<file path="src/rtl/logic_gate_sweeper.sv">
// logic_gate_sweeper: walks every input vector of an N-input gate, captures
// the resulting truth table and compares it against a reference table.
// Optional feature: define SWEEP_ERRCNT_EN to add the o_errCnt output, which
// counts captured entries that disagree with the reference.
module logic_gate_sweeper #(
   parameter int N = 2
) (
   input  logic                clk,
   input  logic                rst,
   input  logic                i_start,
   input  logic [2:0]          i_op,
   input  logic                i_hold,
   input  logic [(1<<N)-1:0]   i_expected,
   output logic [N-1:0]        o_vec,
   output logic                o_y,
   output logic                o_busy,
   output logic                o_done,
   output logic [(1<<N)-1:0]   o_table,
   output logic                o_match
`ifdef SWEEP_ERRCNT_EN
   ,
   output logic [N:0]          o_errCnt
`endif
);

   localparam int W = 1 << N;

   typedef enum logic [1:0] {
      IDLE  = 2'd0,
      SWEEP = 2'd1,
      DONE  = 2'd2
   } state_t;

   state_t         r_state;
   state_t         w_nextState;
   logic [N-1:0]   r_vec;
   logic [W-1:0]   r_table;
   logic [2:0]     r_op;
   logic           r_match;
   logic           w_y;
   logic           w_accept;
   logic           w_capture;
   logic           w_lastVec;
   logic [W-1:0]   w_tableNext;

   assign w_accept  = (r_state == IDLE) && i_start;
   assign w_capture = (r_state == SWEEP) && !i_hold;
   assign w_lastVec = (r_vec == {N{1'b1}});

   // Gate output: the latched op reduced across every bit of the current vector
   always_comb begin
      w_y = 1'b0;
      case (r_op)
         3'd0:    w_y = &r_vec;
         3'd1:    w_y = |r_vec;
         3'd2:    w_y = ^r_vec;
         3'd3:    w_y = ~&r_vec;
         3'd4:    w_y = ~|r_vec;
         3'd5:    w_y = ~^r_vec;
         3'd6:    w_y = r_vec[0];
         default: w_y = 1'b0;
      endcase
   end

   // Table as it will look once the current vector's result is written in
   always_comb begin
      w_tableNext        = r_table;
      w_tableNext[r_vec] = w_y;
   end

   // State register; reset aborts any sweep in progress
   always_ff @(posedge clk or posedge rst) begin
      if (rst) begin
         r_state <= IDLE;
      end else begin
         r_state <= w_nextState;
      end
   end

   // Next state: DONE is a single-cycle visit before returning to IDLE
   always_comb begin
      w_nextState = r_state;
      case (r_state)
         IDLE:    if (i_start) w_nextState = SWEEP;
         SWEEP:   if (w_capture && w_lastVec) w_nextState = DONE;
         DONE:    w_nextState = IDLE;
         default: w_nextState = IDLE;
      endcase
   end

   // Sweep datapath: latch op on start, step the vector and record each result
   always_ff @(posedge clk or posedge rst) begin
      if (rst) begin
         r_vec   <= '0;
         r_table <= '0;
         r_op    <= 3'd0;
         r_match <= 1'b0;
      end else if (w_accept) begin
         r_vec   <= '0;
         r_table <= '0;
         r_op    <= i_op;
         r_match <= 1'b0;
      end else if (w_capture) begin
         r_table <= w_tableNext;
         if (w_lastVec) begin
            r_match <= (w_tableNext == i_expected);
         end else begin
            r_vec <= r_vec + N'(1);
         end
      end
   end

`ifdef SWEEP_ERRCNT_EN
   logic [N:0] r_errCnt;

   // Count captured entries that differ from the reference; cleared on start
   always_ff @(posedge clk or posedge rst) begin
      if (rst) begin
         r_errCnt <= '0;
      end else if (w_accept) begin
         r_errCnt <= '0;
      end else if (w_capture && (w_y != i_expected[r_vec])) begin
         r_errCnt <= r_errCnt + (N+1)'(1);
      end
   end

   assign o_errCnt = r_errCnt;
`endif

   assign o_vec   = r_vec;
   assign o_y     = w_y;
   assign o_busy  = (r_state != IDLE);
   assign o_done  = (r_state == DONE);
   assign o_table = r_table;
   assign o_match = r_match;

endmodule

</file>
<file path="config.mk">
export PLATFORM = sky130hd
export DESIGN_NAME = logic_gate_sweeper
export DESIGN_NICKNAME = d
export VERILOG_FILES = /design/src/rtl/logic_gate_sweeper.sv
export SDC_FILE = /design/constraint.sdc
export NUM_CORES = 1
export LEC_CHECK = 0
export BUFFER_PORTS_ARGS = -buffer_cell sky130_fd_sc_hd__buf_2
export CORE_UTILIZATION = 53
export CTS_CLUSTER_SIZE = 12
export DETAILED_ROUTE_END_ITERATION = 10
export PLACE_DENSITY = 0.79
export RECOVER_POWER = 100
export SLEW_MARGIN = 20
export SYNTH_ARGS = -nofsm -noshare
export SYNTH_HDL_FRONTEND = slang
export SYNTH_SLANG_ARGS = --single-unit
</file>
<file path="constraint.sdc">
create_clock -name clk -period 4.8 [get_ports clk]
set_input_delay 0.96 -clock clk [delete_from_list [all_inputs] [get_ports clk]]
set_output_delay 0.96 -clock clk [all_outputs]
set_load 0.005 [all_outputs]
</file>
Yosys cells after proc, flatten, opt, wreduce, memory -nomap -nowiden --
Cells that the tools add are included.
Word-level totals: bits in registers 12, bits in latches 0, memory bits (writable) 0, ROM bits 0, bits of input ports 11, output and inout bits 10, word-level logic and storage cells 55, memories 0
Operators by class: add/subtract/negate cells 1, $mul 0, div/mod/pow operators 0, order comparisons 2, equality and inequality tests 13, shifts and indexed selects 0, muxes and demuxes 15, bitwise gates (word level) 0, reductions and logical operators 19
Operators by type and width (count):
- 2-bit 2-to-1 mux | 5
- 3-bit == test (second input constant) | 3
- 4-bit 2-to-1 mux | 2
- 2-bit AND reduction | 4
- 1-bit case mux with 7 select lines | 1
- 3-bit by 2-bit == test with 1-bit output (second input constant) | 2
- 2-bit nonzero test | 3
- 4-bit bitwise mux | 1
- 2-bit == test (second input constant) | 2
- 4-bit == test | 1
- 1-bit logical AND | 4
- 1-bit 2-to-1 mux | 4
- 2-bit inequality test (second input constant) | 2
- 2-bit case mux with 2 select lines | 1
- 3-bit by 1-bit == test with 1-bit output (second input constant) | 1
- 1-bit zero test | 3
- 3-bit zero test | 1
- 2-bit by 3-bit < comparator with 1-bit output (second input constant) | 1
- 2-bit by 1-bit adder with 2-bit output (second input constant) | 1
- 1-bit demux with 2-bit select | 1
- 2-bit by 1-bit == test with 1-bit output (second input constant) | 1
- 2-bit by 1-bit greater-or-equal comparator with 1-bit output (second input constant) | 1
- 2-bit zero test | 1
- 2-bit by 1-bit inequality test with 1-bit output (second input constant) | 1
- 3 further kinds | 3

Depth between registers and ports, before layout --
depth after elaboration 9, depth in mapped cells 7, depth with buffers taken out 7

Worst setup path after synthesis --
No wires, ideal clock.
path type register to output, from reg r_vec[0] (netlist: o_vec[0]), to out o_y, data arrival time 1.495 ns, required time 3.840 ns, setup slack 2.345 ns, stages on the path, launching flop included 6, buffers on the path 0, cell sequence dfrtp_1 > inv_1 > ha_1 > or3b_1 > o311a_2 > nor2_1
Between the ends: longest elaborated chain between the ends 3, elaborated cells on any way between the ends 7
Ends and longest elaborated chain:
- start: declaration | line 36 | logic [N-1:0] r_vec;
- start signal: assignment | line 108 | r_vec <= r_vec + N'(1);
- 2-bit OR reduction / 2-bit AND reduction (equally long branches)
- 1-bit zero test (on tied branches) | line 58, 57
- 1-bit case mux with 7 select lines (*) | line 53 | case (r_op)
- end: declaration | line 15 | output logic o_y,
Mark *: on every way between the ends. The rest lies on a longest branch, timed or not.

Final worst setup path --
Ends and elaborated chain as after synthesis.

==> impl_metrics.py <==
metrics = {
    "setup_path": {
        "crit_type": "reg -> out",
        "required_ns": 3.84,
        "cp_slowest_cell": "dfrtp_1",
        "end_kind": "primary output",
        "cp.arrival_ns": 2.01,
        "critPathTopFamily": "simple AND/OR/NAND/NOR gates",
        "path_cells": "inv_1, ha_1, or3b_1, o311a_2, nor2_1, clkbuf_1",
        "start_kind": "flip-flop",
        "cp_max_fo": 6,
        "path_buf_inv": 2,
        "slowest_delay_ns": 0.46,
    },
    "yosys": {
        "ys_seq_area_share_pct": 39.4,
        "syn_nets": 91,
        "postSynthCellCount": 76,
        "ys_top_cells_by_area": "dfrtp_1, ha_1, a22o_1",
        "synth_warnings": 0,
        "synth_top_area_share_pct": 39.4,
        "yosys.cell_count.top_type": "dfrtp_1",
        "synth_area_sq_um": 762,
        "yosysTopAreaCell": "dfrtp_1",
        "synth_edf_count": 0,
        "async_flop_share_pct": 100,
        "synth-main-ff-cell": "dfrtp_1",
        "synth_common_cells": "dfrtp_1, nor2_1, o21ai_0",
        "syn_area_per_cell_sq_um": 10.0,
        "synth_seq_cells": 12,
        "synth_cell_types": 30,
    },
    "cts": {
        "path_clk_slew_ns": 0.09,
        "cts_sinks": 12,
        "cts_root_buf": "clkbuf_4",
        "postCtsSetupBuffers": 0,
        "postCtsHoldBufs": 0,
        "cts_max_level": 1,
        "clockBufferDepth": 2,
        "cts_tree": "built",
        "post_cts_resized": 0,
        "clkLatencyLatePin_ns": 0.28,
        "cts_buffers": 3,
    },
    "cells_and_area": {
        "final_cells": 115,
        "drive_gt1_share_pct": 24.0,
        "syn_to_final_growth_pct": 18.6,
        "fill_cells": 104,
        "fin_util_pct": 68.6,
        "n_antenna_cell": 0,
        "fin_nets": 116,
    },
    "sta": {
        "period_needed_ns": 2.97,
        "rsz0062_at_grt": "no",
        "setup_viol": 0,
        "skew_ns": 0.00792,
        "maxSlewViolCount": 0,
        "worst_pin_slew_ns": 0.463,
        "whs_ns": 0.490,
        "clock.fmax_ghz": 0.337,
        "finalCritPeriodShare_pct": 61.8,
        "slew_headroom_pct": 68.9,
        "tns_ns": 0,
        "hold_violations": 0,
    },
    "detailed_routing": {
        "first_iter_violations": 19,
        "detail-route-antenna-nets": 0,
        "num_vias": 668,
        "route.detailed.drc": 0,
        "dr.pass1.iters": 4,
        "wl_per_cell_um": 13.8,
        "via_per_inst": 5.81,
        "drt_wl_total_um": 1590,
    },
    "floorplan": {
        "core-area_sq_mm": 0.00132,
        "dieWidth_um": 39.9,
        "start_util_pct": 57.8,
        "die_area_sq_mm": 0.00159,
        "die_h_um": 39.9,
        "io-pin-count": 21,
        "std_cell_rows": 13,
    },
    "run": {
        "drv_cap": 0,
    },
    "power": {
        "p_per_area_mw_per_mm2": 647,
        "p_leak_uw": 0.000411,
        "ir_drop_mv": 0.413,
        "total_power_uw": 585,
    },
    "global_routing": {
        "grt_pass1_wl_um": 2280,
        "grt_start_max_net_pins": 13,
        "overflow": 0,
        "grt_pass1_vias": 522,
        "gr-usage-all-layers_pct": 22.7,
        "antenna_found_initial": 0,
    },
    "placement": {
        "port_buffers": 20,
        "place_hpwl_um": 1210,
        "gp_congestion": 0.785,
        "placedCellCount": 111,
    },
    "outcome": {
        "status": "finished clean",
    },
    "min_path": {
        "hp-class": "reg -> reg",
    },
}
==> area by class of cell <==
class                           instances  area, sq um  share of cell area (%)
Sequential cell                        12          300                    33.2
Clock buffer                            4         36.3                    4.02
Inverter                                5         18.8                    2.08
Timing Repair Buffer                   20         90.1                    9.97
Multi-Input combinational cell         59          439                    48.6
Tap cell                               15         18.8                    2.08
==> worst min-delay path, cell delays in order (launching register included) <==
cell and delay, ns:
dfrtp_1 0.35, nand2_1 0.06, o31ai_2 0.05
==> metrics by stage <==
stage,cell area [sq um],worst slack (ns)
6_report,903,1.83
2_1_floorplan,762,2.35
5_1_grt,903,1.69
3_5_place_dp,881,2.14
4_1_cts,917,1.82
3_3_place_gp,881,2.22
==> per-layer routing <==
layer / global-route usage (%) / vias up / part of all wire, %
li1: - / 333 / -
met1: 30.2 / 304 / 45
met2: 33.5 / 27 / 47
met3: 3.41 / 4 / 5.4
met4: 15.5 / 0 / 2.5
met5: 0 / - / 0
==> registers in the layout (all words and copies together), names as in the netlist <==
register,cells
o_vec,2
o_match,1
o_table,4
r_op,3
r_state,2
==> where the power goes <==
| group | total [uW] | switching [uW] | internal, uW |
|---|---|---|---|
| sequential | 191 | 47.8 | 143 |
| combinational | 311 | 163 | 147 |
| clock | 83.6 | 37.4 | 46.2 |
| total | 585 | 248 | 337 |
==> worst paths after layout <==
path,from,to,slack [ns],cells after the start
max in group asynchronous,rst,o_table[0],3.81,2
min,o_match,o_match,0.49,2
max,o_vec[0],o_y,1.83,6
min in group asynchronous,rst,o_vec[0],0.67,2
max reg2reg,o_vec[0],o_match,2.45,7
min reg2reg,o_match,o_match,0.49,2
==> cells in the final DEF (no fill, tap or decap), drive strengths merged, types with 2 or more instances in the layout <==
cell,instances
a22o,4
buf,12
clkbuf,12
dfrtp,12
ha,4
inv,5
mux2,3
mux2i,2
nand2,4
nand4b,2
nor2,9
nor2b,2
nor3,2
o21ai,7
or3b,2
xnor2,4
==> kinds of logic (layout without fill, tap and decap cells) <==
family | count (synthesis) | in the layout | share of synthesized area [%]
AO/OA/AOI/OAI | 19 | 19 | 19.4
flip-flops | 12 | 12 | 39.4
multiplexers | 5 | 5 | 7.06
buffers and inverters | 5 | 29 | 2.46
XOR/XNOR | 4 | 4 | 4.60
AND/OR/NAND/NOR | 27 | 27 | 20.5
adder cells (fa/ha/maj) | 4 | 4 | 6.57
(Power assumes the default switching activity.)
